===== src/rtl/pe_seq_ctrl.sv =====
// Job sequencer for a 3-tap PE: issues ifm/weight reads per group, accumulates PE partial sums, hands out one ofm per pixel.
// Optional build macro PE_SEQ_CTRL_RELU_EN clamps negative results to zero on ofm_data.
module pe_seq_ctrl #(
  parameter int PIPE_LAT = 4,
  parameter int ADDR_W   = 10
) (
  input  logic                 clk,
  input  logic                 rst_n,
  input  logic                 start,
  input  logic [3:0]           cfg_groups,
  input  logic [9:0]           cfg_pixels,
  output logic [ADDR_W-1:0]    ifm_addr,
  output logic [3:0]           wgt_addr,
  output logic                 rd_en,
  input  logic signed [31:0]   pe_p_sum,
  output logic signed [31:0]   ofm_data,
  output logic                 ofm_valid,
  input  logic                 ofm_ready,
  output logic                 busy,
  output logic                 done
);

  typedef enum logic [2:0] {
    S_IDLE,
    S_ISSUE,
    S_DRAIN,
    S_OUT,
    S_DONE
  } state_t;

  localparam logic [PIPE_LAT-1:0] LAST_MASK = PIPE_LAT'(1) << (PIPE_LAT - 1);

  state_t                r_state;
  state_t                w_next;
  logic [3:0]            r_groups;
  logic [9:0]            r_pixels;
  logic [ADDR_W-1:0]     r_addr;
  logic [3:0]            r_g;
  logic [9:0]            r_p;
  logic signed [31:0]    r_acc;
  logic [PIPE_LAT-1:0]   r_vld;

  logic                  w_issue;
  logic                  w_out;
  logic                  w_hs;
  logic                  w_last_g;
  logic                  w_last_p;
  logic                  w_pending;
  logic                  w_accept;

  function automatic logic signed [31:0] relu_fn(input logic signed [31:0] a);
`ifdef PE_SEQ_CTRL_RELU_EN
    return (a < 0) ? 32'sd0 : a;
`else
    return a;
`endif
  endfunction

  assign w_issue   = (r_state == S_ISSUE);
  assign w_out     = (r_state == S_OUT);
  assign w_hs      = w_out && ofm_ready;
  assign w_last_g  = (r_g == r_groups - 4'd1);
  assign w_last_p  = (r_p == r_pixels - 10'd1);
  assign w_accept  = (r_state == S_IDLE) && start;
  // Only the final in-flight sum may still be outstanding when leaving DRAIN; it lands on that same edge.
  assign w_pending = |(r_vld & ~LAST_MASK);

  always_comb begin
    w_next = r_state;
    unique case (r_state)
      S_IDLE: begin
        if (start) begin
          if ((cfg_groups == 4'd0) || (cfg_pixels == 10'd0)) w_next = S_DONE;
          else                                               w_next = S_ISSUE;
        end
      end
      S_ISSUE: if (w_last_g)   w_next = S_DRAIN;
      S_DRAIN: if (!w_pending) w_next = S_OUT;
      S_OUT: begin
        if (ofm_ready) w_next = w_last_p ? S_DONE : S_ISSUE;
      end
      S_DONE:  w_next = S_IDLE;
      default: w_next = S_IDLE;
    endcase
  end

  always_ff @(posedge clk or negedge rst_n) begin
    if (!rst_n) begin
      r_state  <= S_IDLE;
      r_groups <= '0;
      r_pixels <= '0;
      r_addr   <= '0;
      r_g      <= '0;
      r_p      <= '0;
      r_acc    <= '0;
      r_vld    <= '0;
    end else begin
      r_state <= w_next;
      r_vld   <= (r_vld << 1) | PIPE_LAT'(w_issue);
      if (r_vld[PIPE_LAT-1]) r_acc <= r_acc + pe_p_sum;
      if (w_accept) begin
        r_groups <= cfg_groups;
        r_pixels <= cfg_pixels;
        r_addr   <= '0;
        r_g      <= '0;
        r_p      <= '0;
        r_acc    <= '0;
      end
      if (w_issue) begin
        r_addr <= r_addr + ADDR_W'(1);
        r_g    <= r_g + 4'd1;
      end
      // Next pixel keeps the ifm address running; only group index and sum restart.
      if (w_hs && !w_last_p) begin
        r_p   <= r_p + 10'd1;
        r_g   <= '0;
        r_acc <= '0;
      end
    end
  end

  assign rd_en     = w_issue;
  assign ifm_addr  = w_issue ? r_addr : '0;
  assign wgt_addr  = w_issue ? r_g : '0;
  assign ofm_valid = w_out;
  assign ofm_data  = w_out ? relu_fn(r_acc) : 32'sd0;
  assign busy      = (r_state != S_IDLE);
  assign done      = (r_state == S_DONE);

endmodule

===== config.mk =====
export PLATFORM = sky130hd
export DESIGN_NAME = pe_seq_ctrl
export DESIGN_NICKNAME = d
export VERILOG_FILES = /design/src/rtl/pe_seq_ctrl.sv
export SDC_FILE = /design/constraint.sdc
export NUM_CORES = 1
export LEC_CHECK = 0
export ABC_AREA = 1
export CORE_ASPECT_RATIO = 2
export CORE_UTILIZATION = 46
export CTS_CLUSTER_DIAMETER = 100
export DETAILED_ROUTE_END_ITERATION = 7
export PLACE_DENSITY = 0.69
export SYNTH_ARGS = -nofsm -noshare
export SYNTH_HDL_FRONTEND = slang
export SYNTH_SLANG_ARGS = --single-unit

===== constraint.sdc =====
create_clock -name clk -period 2.3 [get_ports clk]
set_input_delay 0.46 -clock clk [delete_from_list [all_inputs] [get_ports clk]]
set_output_delay 0.46 -clock clk [all_outputs]
set_load 0.02 [all_outputs]

==> results.sh <==
export IMPL_fin_cells=1526
export IMPL_cts_root_buf="clkbuf_16"
export IMPL_rows=63
export IMPL_cts_buffers=9
export IMPL_start_kind="flop"
export IMPL_grt_max_degree=35
export IMPL_layout_common_cells="nand2_1 (339), inv_1 (207), nor2_1 (144)"
export IMPL_clock_skew_ns=0.0141
export IMPL_period_needed_ns=2.28
export IMPL_final_util_pct=63.1
export IMPL_grt_setup_unrepaired="yes"
export IMPL_synthCells=1139
export IMPL_max_vdd_ir_drop_v=0.000778
export IMPL_hold_ws_ns=-0.00692
export IMPL_failed_checks="negative hold slack"
export IMPL_path_max_fanout=11
export IMPL_start_util_pct=46.8
export IMPL_grt_pass1_wl_um=37000
export IMPL_hold_viol_final=11
export IMPL_ys_ff_latch=77
export IMPL_worst_slack_ns=0.0198
export IMPL_drc=0
export IMPL_worst_slew_pin_slew_ns=0.479
export IMPL_cts_sinks=77
export IMPL_cp_required_ns=1.84
export IMPL_die_h_um=175
export IMPL_drtIter0Drc=275
export IMPL_finalSetupViolations=0
export IMPL_area_growth_pct=34.9
export IMPL_hp_class="primary input to asynchronous set/reset pin"
export IMPL_num_fill_cells=1458
export IMPL_die_area_um2=15500
export IMPL_insertedDiodeCount=0
export IMPL_synth_edff_count=0
export IMPL_tritoncts="done"
export IMPL_hpwl_um=18900
export IMPL_final_common_cell="nand2_1"
export IMPL_place_inst=1502
export IMPL_fin_crit_sh_pct=99.1
export IMPL_status="finished with violations"
export IMPL_drtPass1Iterations=5
export IMPL_rrSetupSlack_ns=0.20
export IMPL_clk_latency_ns=0.36
export IMPL_ant_nets=0
export IMPL_ys_warn_count=0
export IMPL_power_leakage_nw=5.05
export IMPL_slew_violations=0
export IMPL_maxCapViolCount=0
export IMPL_antenna_found_initial=0
export IMPL_synth_nets=1226
export IMPL_place_congestion=0.967
export IMPL_postSynthAreaPerCell_um2=6.05
export IMPL_crit_chain="inv_2 -> nor3_4 -> inv_4 -> buf_12 -> nor2_1 -> clkdlybuf4s15_1"
export IMPL_die_x_um=88.6
export IMPL_vias_per_cell=5.03
export IMPL_ys_async_sr_fraction_pct=100
export IMPL_worstPathArrival_ns=1.82
export IMPL_critPathSlowestCell="dfrtp_1"
export IMPL_final_area_um2=9300
export IMPL_synth_seq_area_share_pct=27.9
export IMPL_grt_pass1_vias=7748
export IMPL_crit_path_max_incr_delay_ns=0.44
export IMPL_syn_area_um2=6900
export IMPL_routedWlPerCell_um=15.7
export IMPL_io_buffer_count=99
export IMPL_ios=100
export IMPL_htreeDepth=3
export IMPL_yosys_most_used_dff="dfrtp_1"
export IMPL_max_freq_mhz=439
export IMPL_clockBufferDepth=2
export IMPL_slew_headroom_pct=68.0
export IMPL_wirelength_um=23900
export IMPL_grt_usage_pct=32.3
export IMPL_nets=1413
export IMPL_gr_total_overflow=0
export IMPL_fp_coreArea_um2=14700
export IMPL_path_clk_slew_ns=0.07
export IMPL_synth_distinct_cells=38
export IMPL_pre_cts_ws_ns=-0.367
export IMPL_place_area_um2=8740
export IMPL_power_density_nw_per_um2=1240
export IMPL_path_class="flop to output pin"
export IMPL_drive_gt1_share_pct=17.7
export IMPL_vias=7682
export IMPL_end_kind="output pin"
==> logic make-up after synthesis <==
logic type	count (synthesis)	share of synthesized area [%]
xor+xnor	23	2.92
flops	77	27.9
fa+ha+maj	37	6.82
simple gates	677	42.0
buf+inv	232	13.0
compound gates	93	7.37
==> critical path: cells and delay by family, from the launching register on <==
| family | cells | cell delay (ns) |
|---|---|---|
| buf+inv | 4 | 0.70 |
| flops | 1 | 0.44 |
| simple gates | 2 | 0.32 |
==> Yosys cell counts, types with 3 or more instances <==
cell type	number	share of area (%)
xnor2_1	10	1.3
and3_1	4	0.36
o21bai_1	3	0.33
nor2_2	13	1.2
o32ai_1	3	0.38
o22ai_1	7	0.63
a21oi_1	30	2.2
inv_1	209	11
nand2_1	357	19
inv_2	3	0.16
nor3_1	12	0.87
xor2_1	13	1.7
nor2_1	155	8.4
a31oi_1	3	0.27
or2_2	7	0.63
nand3b_1	10	1.1
nand2_2	3	0.27
o21ai_0	43	3.1
clkbuf_1	14	0.76
nand4_1	10	0.91
ha_1	36	6.5
dfrtp_1	77	28
and2_1	5	0.45
nand3_1	90	6.5
==> power breakdown <==
| group | leakage, nW | internal (mW) | switching [mW] | total (mW) |
|---|---|---|---|---|
| clock network | 0.183 | 1.20 | 0.650 | 1.85 |
| logic | 3.87 | 2.94 | 4.45 | 7.40 |
| registers | 0.996 | 1.86 | 0.450 | 2.31 |
==> layer usage <==
metal | share of wire [%] | global-route usage (%)
met4 | 8.8 | 27.8
met1 | 33 | 27.3
met2 | 55 | 59.8
met3 | 4.0 | 7.32
met5 | 0 | 0
==> layout make-up <==
type                       count  area, µm²  area share, %
clock buffer                  10        239           2.57
tap                          195        244           2.62
clock inverter                 6        134           1.44
timing repair buffer         196       1610           17.3
multi-input combinational    830       4350           46.8
sequential                    77       1930           20.7
inverter                     212        798           8.58
==> per-stage QoR <==
step	power, mW	TNS (ns)
after floorplan	6.66	0
after global placement	9.24	-6.86
after detailed placement	9.32	-7.16
after CTS	11.1	0
after global routing	12.5	-0.391
final	11.6	0
==> worst paths after layout <==
| path | startpoint | depth (start not counted) | to |
|---|---|---|---|
| worst min register to register | r_vld[1] | 0 | r_vld[2] |
| worst max-delay path | r_state[0] | 6 | ofm_data[6] |
| min in group clk | r_vld[1] | 0 | r_vld[2] |
| worst max register to register | r_acc[0] | 13 | r_acc[14] |
| max in group asynchronous | rst_n | 2 | r_pixels[0] |
| worst min-delay path | rst_n | 1 | r_acc[17] |
==> repair_timing <==
action,4_1_cts,5_1_grt
hold buffers,0,0
gates resized for setup,59,114
pin swaps,0,6
setup endpoints to repair,49,57
buffers inserted,1,7
==> sequential cells by signal (all words and copies together), names as in the netlist <==
| signal | cells |
|---|---|
| r_vld | 4 |
| r_addr | 10 |
| r_state | 3 |
| r_groups | 4 |
| r_g | 4 |
| r_p | 10 |
| r_pixels | 10 |
| r_acc | 32 |
No activity file was read; power rests on OpenSTA's default activity.
